--- config.mk ---
export PLATFORM = sky130hd
export DESIGN_NAME = uart_tx_frame_serializer_flat
export DESIGN_NICKNAME = d
export VERILOG_FILES = /design/src/rtl/uart_tx_frame_serializer_if.sv /design/src/rtl/uart_tx_frame_serializer.sv /design/src/flat_wrapper.sv
export SDC_FILE = /design/constraint.sdc
export NUM_CORES = 1
export LEC_CHECK = 0
export CAP_MARGIN = 0
export CORE_UTILIZATION = 56
export CTS_CLUSTER_SIZE = 24
export DETAILED_ROUTE_END_ITERATION = 8
export PLACE_DENSITY_LB_ADDON = 0.1
export SYNTH_ARGS = -nofsm -noshare
export SYNTH_HDL_FRONTEND = slang
export SYNTH_SLANG_ARGS = --single-unit
--- constraint.sdc ---
create_clock -name clk -period 2.6 [get_ports clk]
set_input_delay 0.52 -clock clk [delete_from_list [all_inputs] [get_ports clk]]
set_output_delay 0.52 -clock clk [all_outputs]
set_load 0.01 [all_outputs]
--- src/rtl/uart_tx_frame_serializer_if.sv ---
// Handshake/config bundle between a UART transmit client and uart_tx_frame_serializer.
// The client drives the word and frame config; the serializer returns line, busy and done.
interface uart_tx_frame_serializer_if #(
    parameter int DATA_WIDTH = 8,
    parameter int PS_WIDTH   = 6
);
    logic [DATA_WIDTH-1:0] p_data;
    logic                  data_valid;
    logic                  par_en;
    logic                  par_typ;
    logic [PS_WIDTH-1:0]   prescale;
    logic                  tx_out;
    logic                  busy;
    logic                  done;

    modport master (
        output p_data, data_valid, par_en, par_typ, prescale,
        input  tx_out, busy, done
    );

    modport slave (
        input  p_data, data_valid, par_en, par_typ, prescale,
        output tx_out, busy, done
    );
endinterface

--- src/rtl/uart_tx_frame_serializer.sv ---
// UART transmitter: start, LSB-first data, optional parity, stop; each bit held prescale clocks.
// Define UART_TX_TWO_STOP_EN for two stop bits (default build: one stop bit).
//
// state  | meaning
// IDLE   | line high, waiting for data_valid
// START  | start bit (line low)
// DATA   | data bits, LSB first, bit_cnt selects the bit
// PARITY | parity bit computed at accept
// STOP   | stop bit(s), done on the final clock
module uart_tx_frame_serializer #(
    parameter int DATA_WIDTH = 8,
    parameter int PS_WIDTH   = 6
) (
    input  logic                       clk,
    input  logic                       rst,
    uart_tx_frame_serializer_if.slave  bus
);
`ifdef UART_TX_TWO_STOP_EN
    localparam int N_STOP = 2;
`else
    localparam int N_STOP = 1;
`endif
    localparam int BC_WIDTH = $clog2(DATA_WIDTH) + 1;
    localparam logic [BC_WIDTH-1:0] LAST_DATA = BC_WIDTH'(DATA_WIDTH - 1);
    localparam logic [BC_WIDTH-1:0] LAST_STOP = BC_WIDTH'(N_STOP - 1);

    typedef enum logic [2:0] {IDLE, START, DATA, PARITY, STOP} state_t;

    state_t                state_q, state_d;
    logic [PS_WIDTH-1:0]   edge_cnt_q, edge_cnt_d;
    logic [PS_WIDTH-1:0]   ps_q, ps_d;
    logic [BC_WIDTH-1:0]   bit_cnt_q, bit_cnt_d;
    logic [DATA_WIDTH-1:0] shift_q, shift_d;
    logic                  par_en_q, par_en_d;
    logic                  par_bit_q, par_bit_d;
    logic                  tx_q, tx_d;
    logic                  busy_q, busy_d;
    logic                  done_q, done_d;
    logic                  bit_end;

    assign bit_end = (edge_cnt_q == ps_q);

    always_comb begin
        state_d    = state_q;
        edge_cnt_d = edge_cnt_q;
        ps_d       = ps_q;
        bit_cnt_d  = bit_cnt_q;
        shift_d    = shift_q;
        par_en_d   = par_en_q;
        par_bit_d  = par_bit_q;
        tx_d       = tx_q;

        if (state_q == IDLE) begin
            tx_d = 1'b1;
            if (bus.data_valid) begin
                // Config is captured here and frozen until the frame ends.
                shift_d    = bus.p_data;
                par_en_d   = bus.par_en;
                par_bit_d  = bus.par_typ ? ~^bus.p_data : ^bus.p_data;
                ps_d       = (bus.prescale == '0) ? PS_WIDTH'(1) : bus.prescale;
                state_d    = START;
                edge_cnt_d = PS_WIDTH'(1);
                bit_cnt_d  = '0;
                tx_d       = 1'b0;
            end
        end else if (!bit_end) begin
            edge_cnt_d = edge_cnt_q + PS_WIDTH'(1);
        end else begin
            edge_cnt_d = PS_WIDTH'(1);
            case (state_q)
                START: begin
                    state_d   = DATA;
                    bit_cnt_d = '0;
                    tx_d      = shift_q[0];
                end
                DATA: begin
                    if (bit_cnt_q == LAST_DATA) begin
                        bit_cnt_d = '0;
                        if (par_en_q) begin
                            state_d = PARITY;
                            tx_d    = par_bit_q;
                        end else begin
                            state_d = STOP;
                            tx_d    = 1'b1;
                        end
                    end else begin
                        bit_cnt_d = bit_cnt_q + BC_WIDTH'(1);
                        shift_d   = shift_q >> 1;
                        tx_d      = shift_d[0];
                    end
                end
                PARITY: begin
                    state_d   = STOP;
                    bit_cnt_d = '0;
                    tx_d      = 1'b1;
                end
                STOP: begin
                    tx_d = 1'b1;
                    if (bit_cnt_q == LAST_STOP) begin
                        state_d    = IDLE;
                        edge_cnt_d = '0;
                        bit_cnt_d  = '0;
                    end else begin
                        bit_cnt_d = bit_cnt_q + BC_WIDTH'(1);
                    end
                end
                default: state_d = IDLE;
            endcase
        end

        busy_d = (state_d != IDLE);
        // Registered done must rise on the cycle that is the final stop clock.
        done_d = (state_d == STOP) && (edge_cnt_d == ps_d) && (bit_cnt_d == LAST_STOP);
    end

    always_ff @(posedge clk or negedge rst) begin
        if (!rst) begin
            state_q    <= IDLE;
            edge_cnt_q <= '0;
            ps_q       <= PS_WIDTH'(1);
            bit_cnt_q  <= '0;
            shift_q    <= '0;
            par_en_q   <= 1'b0;
            par_bit_q  <= 1'b0;
            tx_q       <= 1'b1;
            busy_q     <= 1'b0;
            done_q     <= 1'b0;
        end else begin
            state_q    <= state_d;
            edge_cnt_q <= edge_cnt_d;
            ps_q       <= ps_d;
            bit_cnt_q  <= bit_cnt_d;
            shift_q    <= shift_d;
            par_en_q   <= par_en_d;
            par_bit_q  <= par_bit_d;
            tx_q       <= tx_d;
            busy_q     <= busy_d;
            done_q     <= done_d;
        end
    end

    assign bus.tx_out = tx_q;
    assign bus.busy   = busy_q;
    assign bus.done   = done_q;
endmodule

--- src/flat_wrapper.sv ---
// flat-port wrapper written by rule: the top's interface ports become plain ports
module uart_tx_frame_serializer_flat 
#(
    parameter int DATA_WIDTH = 8,
    parameter int PS_WIDTH   = 6
)
  (clk, rst, bus_p_data, bus_data_valid, bus_par_en, bus_par_typ, bus_prescale, bus_tx_out, bus_busy, bus_done);
  uart_tx_frame_serializer_if #(.DATA_WIDTH(DATA_WIDTH), .PS_WIDTH(PS_WIDTH)) bus_i ();
  input  logic clk;
  input  logic rst;
  input wire logic [$bits(bus_i.p_data)-1:0] bus_p_data;
  input wire logic [$bits(bus_i.data_valid)-1:0] bus_data_valid;
  input wire logic [$bits(bus_i.par_en)-1:0] bus_par_en;
  input wire logic [$bits(bus_i.par_typ)-1:0] bus_par_typ;
  input wire logic [$bits(bus_i.prescale)-1:0] bus_prescale;
  output wire logic [$bits(bus_i.tx_out)-1:0] bus_tx_out;
  output wire logic [$bits(bus_i.busy)-1:0] bus_busy;
  output wire logic [$bits(bus_i.done)-1:0] bus_done;
  assign bus_i.p_data = bus_p_data;
  assign bus_i.data_valid = bus_data_valid;
  assign bus_i.par_en = bus_par_en;
  assign bus_i.par_typ = bus_par_typ;
  assign bus_i.prescale = bus_prescale;
  assign bus_tx_out = bus_i.tx_out;
  assign bus_busy = bus_i.busy;
  assign bus_done = bus_i.done;
  uart_tx_frame_serializer #(.DATA_WIDTH(DATA_WIDTH), .PS_WIDTH(PS_WIDTH)) u_core (.clk(clk), .rst(rst), .bus(bus_i));
endmodule
Word-level counts from Yosys, hierarchy flattened
Index checks and enable logic that the tools add are counted.
{"block": "op_classes", "n_reduce_logical": 17, "add_sub_neg": 2, "eq_ne": 10, "muxes": 33}
{"cell": "$mux W6", "count": 7}
{"cell": "$mux W8", "count": 5}
{"cell": "$mux W4", "count": 5}
{"cell": "$mux W3", "count": 6}
{"cell": "$eq A6 B6 Y1", "count": 2}
{"cell": "$pmux W3 S4", "count": 1}
{"cell": "$pmux W4 S3", "count": 1}
{"cell": "$logic_not A4 Y1", "count": 2}
{"cell": "$reduce_xnor A8 Y1", "count": 1}
{"cell": "$reduce_xor A8 Y1", "count": 1}
{"cell": "$mux W1", "count": 7}
{"cell": "$add A6 B1 Y6 const B", "count": 1}
{"cell": "$eq A3 B2 Y1 const B", "count": 2}
{"cell": "$eq A3 B3 Y1 const B", "count": 2}
{"cell": "$logic_not A6 Y1", "count": 1}
{"cell": "$add A4 B1 Y4 const B", "count": 1}
{"cell": "$eq A4 B3 Y1 const B", "count": 1}
{"cell": "$reduce_and A2 Y1", "count": 2}
{"cell": "$reduce_and A4 Y1", "count": 1}
{"cell": "$reduce_bool A2 Y1", "count": 2}
{"cell": "$reduce_bool A4 Y1", "count": 1}
{"cell": "$reduce_or A2 Y1", "count": 2}
{"cell": "$eq A3 B1 Y1 const B", "count": 1}
{"cell": "$logic_not A3 Y1", "count": 1}
{"cell": "other kinds (5)", "count": 6}
{"block": "totals", "out_inout_bits": 3, "in_bits": 19, "word_cells": 72, "reg_bits": 32}

Longest topological paths before layout
{"block": "depth", "word_depth": 8, "depth_mapped": 9, "ltp_nobuf": 9}

Worst setup path after synthesis
OpenSTA, ideal clock, no wires.
{"block": "synth_path", "path_type": "register to register", "from": "register u_core.edge_cnt_q[3]", "to": "register u_core.done_q, in the netlist u_core.bus.done", "arrival_time_ns": 2.141, "path_buffers": 0, "period_less_slack_ns": 2.237, "path_stages_with_launch": 8, "setup_time_ns": 0.096, "required_ns": 2.504, "slack_ns": 0.363, "path_cell_list": "dfrtp_1 xor2_1 or4_4 o21ai_4 nor4_2 a2111oi_2 nand4b_1 nor4_2"}
{"block": "synth_between", "elab_chain_len": 6}
{"item": "start, declared", "line_no": "uart_tx_frame_serializer.sv:30", "source": "logic [PS_WIDTH-1:0] edge_cnt_q, edge_cnt_d;"}
{"item": "start signal, assigned", "line_no": "uart_tx_frame_serializer.sv:130", "source": "edge_cnt_q <= edge_cnt_d;"}
{"item": "$add A6 B1 Y6 or $eq A6 B6 Y1 (tied branches)", "line_no": "uart_tx_frame_serializer.sv:67, uart_tx_frame_serializer.sv:41"}
{"item": "$mux W6 or $mux W3 (tied branches)", "line_no": "uart_tx_frame_serializer.sv:66", "source": "end else if (!bit_end) begin"}
{"item": "$mux W6 or $mux W3 (tied branches)", "line_no": "uart_tx_frame_serializer.sv:53", "source": "if (state_q == IDLE) begin"}
{"item": "$eq A6 B6 Y1 or $eq A3 B3 Y1 (tied branches)", "line_no": "uart_tx_frame_serializer.sv:113", "source": "done_d = (state_d == STOP) && (edge_cnt_d == ps_d) && (bit_cnt_d == LAST_STOP);"}
{"item": "$logic_and A1 B1 Y1", "line_no": "uart_tx_frame_serializer.sv:113"}
{"item": "$logic_and A1 B1 Y1 *", "line_no": "uart_tx_frame_serializer.sv:113"}
{"item": "via u_core.done_d", "line_no": "uart_tx_frame_serializer.sv:38", "source": "logic done_q, done_d;"}
{"item": "end signal, assigned", "line_no": "uart_tx_frame_serializer.sv:138", "source": "done_q <= done_d;"}
{"item": "end, declared", "line_no": "uart_tx_frame_serializer.sv:38"}
The timed path passes the listed nets; every way through them passes the cells marked *.
A chain may end at the register's enable or synchronous reset.

Final worst setup path
{"block": "layout_path", "from": "register u_core.edge_cnt_q[3]", "to": "register u_core.done_q, in the netlist u_core.bus.done"}
{"block": "layout_between", "elab_chain_len": 6}
{"item": "$eq A6 B6 Y1", "line_no": "uart_tx_frame_serializer.sv:41", "source": "assign bit_end = (edge_cnt_q == ps_q);"}
{"item": "$mux W3", "line_no": "uart_tx_frame_serializer.sv:66"}
{"item": "$mux W3", "line_no": "uart_tx_frame_serializer.sv:53"}
{"item": "via u_core.state_d[1]", "line_no": "uart_tx_frame_serializer.sv:29", "source": "state_t state_q, state_d;"}
{"item": "$eq A3 B3 Y1", "line_no": "uart_tx_frame_serializer.sv:113"}
{"item": "$logic_and A1 B1 Y1 (2 in a row)", "line_no": "uart_tx_frame_serializer.sv:113"}
{"item": "via u_core.done_d", "line_no": "uart_tx_frame_serializer.sv:38"}
The timed path passes the listed nets, and every way through them passes these cells.

==> key figures <==
Setup path
  • Crit end category: flop
  • Kind of critical path: reg2reg
  • Worst path slowest cell: or4_4
  • CP Max Fanout: 7
  • Critical Path Start: u_core.edge_cnt_q[3]
  • Reg2reg start: u_core.edge_cnt_q[3]
  • Startpoint types: flop
  • CP Data Arrival Time: 2.71 ns
  • Worst R2R Setup Slack: 0.15 ns
  • CP max stage delay: 0.61 ns
  • Cell-by-cell trace of the critical path: xor2_1, or4_4, nor2_1, o22ai_1, a31oi_2, o2111ai_1, nor4_2
  • Req. time, crit path: 2.87 ns

GRT
  • Total grt overflow: 0
  • Overall routing resource usage: 0.313
  • Number of global-route vias before repair: 1734
  • Initial antenna violation count: 0
  • Largest net degree at the start of global routing: 33
  • Global-route wire length before repair: 8.22 mm

Job
  • Max Cap Viol: 0

Die
  • Initial Utilization: 0.586
  • # rows: 21
  • Floorplan die width: 61.3 um
  • Core box area: 3360 um2
  • Top-level port count: 22
  • Die Y: 61.3 um
  • Die area: 3760 um2

Route
  • Avg WL per Cell: 17.6 um
  • Final wirelength: 5.01 mm
  • Drt via density: 6.11
  • Drt initial violations: 174
  • DRC viols: 0
  • DR pass1 iterations: 4
  • Antenna-violating nets left: 0
  • Vias: 1736

Final layout
  • Layout net count: 259
  • Antenna cells: 0
  • FF/Latch Area: 805 um2
  • Layout fillers: 294
  • Share of cells above drive strength 1: 0.202
  • Final non-filler cell total: 284
  • Final core occ: 0.723
  • Area added between synthesis and finish: 23.5%
  • Area of the multi-input gates: 1140 um2

Synthesis
  • Syn Nets: 225
  • Post-synth ARST share: 1.00
  • Synth cell types: 58
  • Post-synth EDFFs: 0
  • Mapped Cells: 203
  • Ys Warns: 0
  • Syn Std Cell Area: 1970 um2
  • Syn Area/Cell: 9.70 um2
  • Register area share after synthesis: 0.408
  • FF+latch count, synth: 32
  • Post-synth top flop: dfrtp_1

Clock tree
  • H-tree depth: 2
  • Root cell of the clock tree: clkbuf_4
  • Post-CTS Setup Bufs: 0
  • TritonCTS clock tree: done
  • CTS Sinks: 32
  • Clock insertion delay at the later pin of the skew report: 0.35 ns
  • Clock-pin slew on the worst setup and hold paths: 0.11 ns
  • CTS Buf Count: 5
  • Clock Tree Buf Depth: 2

Timing
  • Worst Tran Pin Value: 0.713 ns
  • Tmin final: 2.45 ns
  • Skew final: 0.0175 ns
  • Max-slew headroom: 0.512
  • Final setup violation count: 0
  • Max frequency: 409 MHz
  • Fin. max-slew vios: 0
  • Ratio of final minimum period to clock period: 0.941
  • RSZ-0062 raised after global routing: no
  • Final hold violations: 0

Power
  • Power density over cell area: 1180 nW/um2
  • Worst vdd ir: 0.000679 V
  • Leak: 0.980 nW

Worst hold path
  • Min-Delay Path Class: reg2reg
  • Worst Min Path Start: u_core.shift_q[7]

Placed design
  • Post-DP HPWL: 3.67 mm
  • Placed cells: 276
  • Final RePlAce weighted congestion: 0.876
  • Number of port buffers: 21

Status
  • Outcome: completed
## power by group
part	internal, W	switching (W)	total [W]
Sequential	0.000714	0.000213	0.000926
Combinational	0.000663	0.000828	0.00149
Clock	0.000255	0.000188	0.000444
Total	0.00163	0.00123	0.00286
## cells in the mapped netlist, types with 3 or more instances
library cell / count / area share
a21oi_1: 4 / 0.010
and3_1: 3 / 0.0095
clkbuf_1: 5 / 0.0095
dfrtp_1: 30 / 0.38
ha_1: 3 / 0.019
inv_1: 6 / 0.011
mux2_2: 5 / 0.029
mux2i_1: 9 / 0.046
nand2_1: 21 / 0.040
nand3_1: 8 / 0.020
nor2_1: 5 / 0.0095
nor2b_1: 3 / 0.0095
nor3_1: 5 / 0.013
nor4_2: 3 / 0.019
o21ai_0: 16 / 0.041
o22ai_1: 4 / 0.013
o31ai_1: 3 / 0.011
xnor2_1: 9 / 0.040
xor2_1: 10 / 0.044
## critical path, delay by kind of cell (launching register included)
kind             cells  cell delay, ns
AO/OA/AOI/OAI        3            0.58
XOR/XNOR             1            0.18
flip-flops           1            0.46
AND/OR/NAND/NOR      3            1.13
## sequential cells by signal, indices dropped and copies added, names as in the netlist
register,flops
u_core.par_bit_q,1
u_core.bus.busy,1
u_core.par_en_q,1
u_core.bit_cnt_q,4
u_core.bus.tx_out,1
u_core.bus.done,1
u_core.state_q,3
u_core.ps_q,6
u_core.edge_cnt_q,6
u_core.shift_q,8
## metal layers
layer | vias to the layer above | track usage | wire [um]
met1 | 845 | 0.376 | 2080
met5 | - | 0 | 0
li1 | 822 | - | -
met2 | 57 | 0.512 | 2550
met3 | 12 | 0.0861 | 252
met4 | 0 | 0.162 | 128
## path summary, 6_finish.rpt
| check | cells past startpoint | to |
|---|---|---|
| setup / recovery | 7 | u_core.bus.done |
| hold / removal | 2 | u_core.shift_q[7] |
| setup reg to reg | 7 | u_core.bus.done |
| hold reg to reg | 2 | u_core.shift_q[7] |
| max in group asynchronous | 2 | u_core.bus.tx_out |
| min in group asynchronous | 2 | u_core.ps_q[4] |
## repair_timing
action / in CTS / in global routing
hold buffers: 0 / 0
gates resized for setup: 0 / 8
endpoints found under the setup margin: 0 / 8
## placed cells by master (no fill, tap or decap), types with 8 or more instances in the layout
cell             count
buf_4               14
xor2_1               9
clkdlybuf4s50_1     21
dfrtp_1             29
o21ai_0             15
nand2_1             20
nand3_1              8
xnor2_1              9
mux2i_1              9
## kinds of logic (layout without fill, tap and decap cells)
logic type	after synthesis	after routing	synth area share
and+or+nand+nor	67	67	0.193
AOI/OAI and AO/OA	54	54	0.193
DFF	32	32	0.408
xor gates and xnor gates	19	19	0.0845
muxes	14	14	0.0743
buffers and inverters	14	49	0.0280
adders and majority gates	3	3	0.0191
## final cells by class
type / count / share of cell area
multi-input cells: 157 / 0.468
well taps: 46 / 0.0237
repair buffers: 35 / 0.130
clock inverters: 1 / 0.0123
clock buffers: 7 / 0.0267
flip-flops and latches: 32 / 0.331
inverters: 6 / 0.00926
## stage by stage
| stage | setup TNS [ns] | hold WS [ns] | cell area [um2] | worst slack (ns) | power (W) |
|---|---|---|---|---|---|
| detailed placement | -0.0132 | 0.476 | 2310 | -0.0132 | 0.00236 |
| CTS | 0 | 0.498 | 2400 | 0.0787 | 0.00282 |
| global route | 0 | 0.540 | 2430 | 0.0239 | 0.00307 |
| global placement | 0 | 0.462 | 2310 | 0.0395 | 0.00231 |
| floorplan | 0 | 0.224 | 1970 | 0.363 | 0.00190 |
| finish | 0 | 0.494 | 2430 | 0.155 | 0.00286 |
Power figures use the tool's default switching activity.
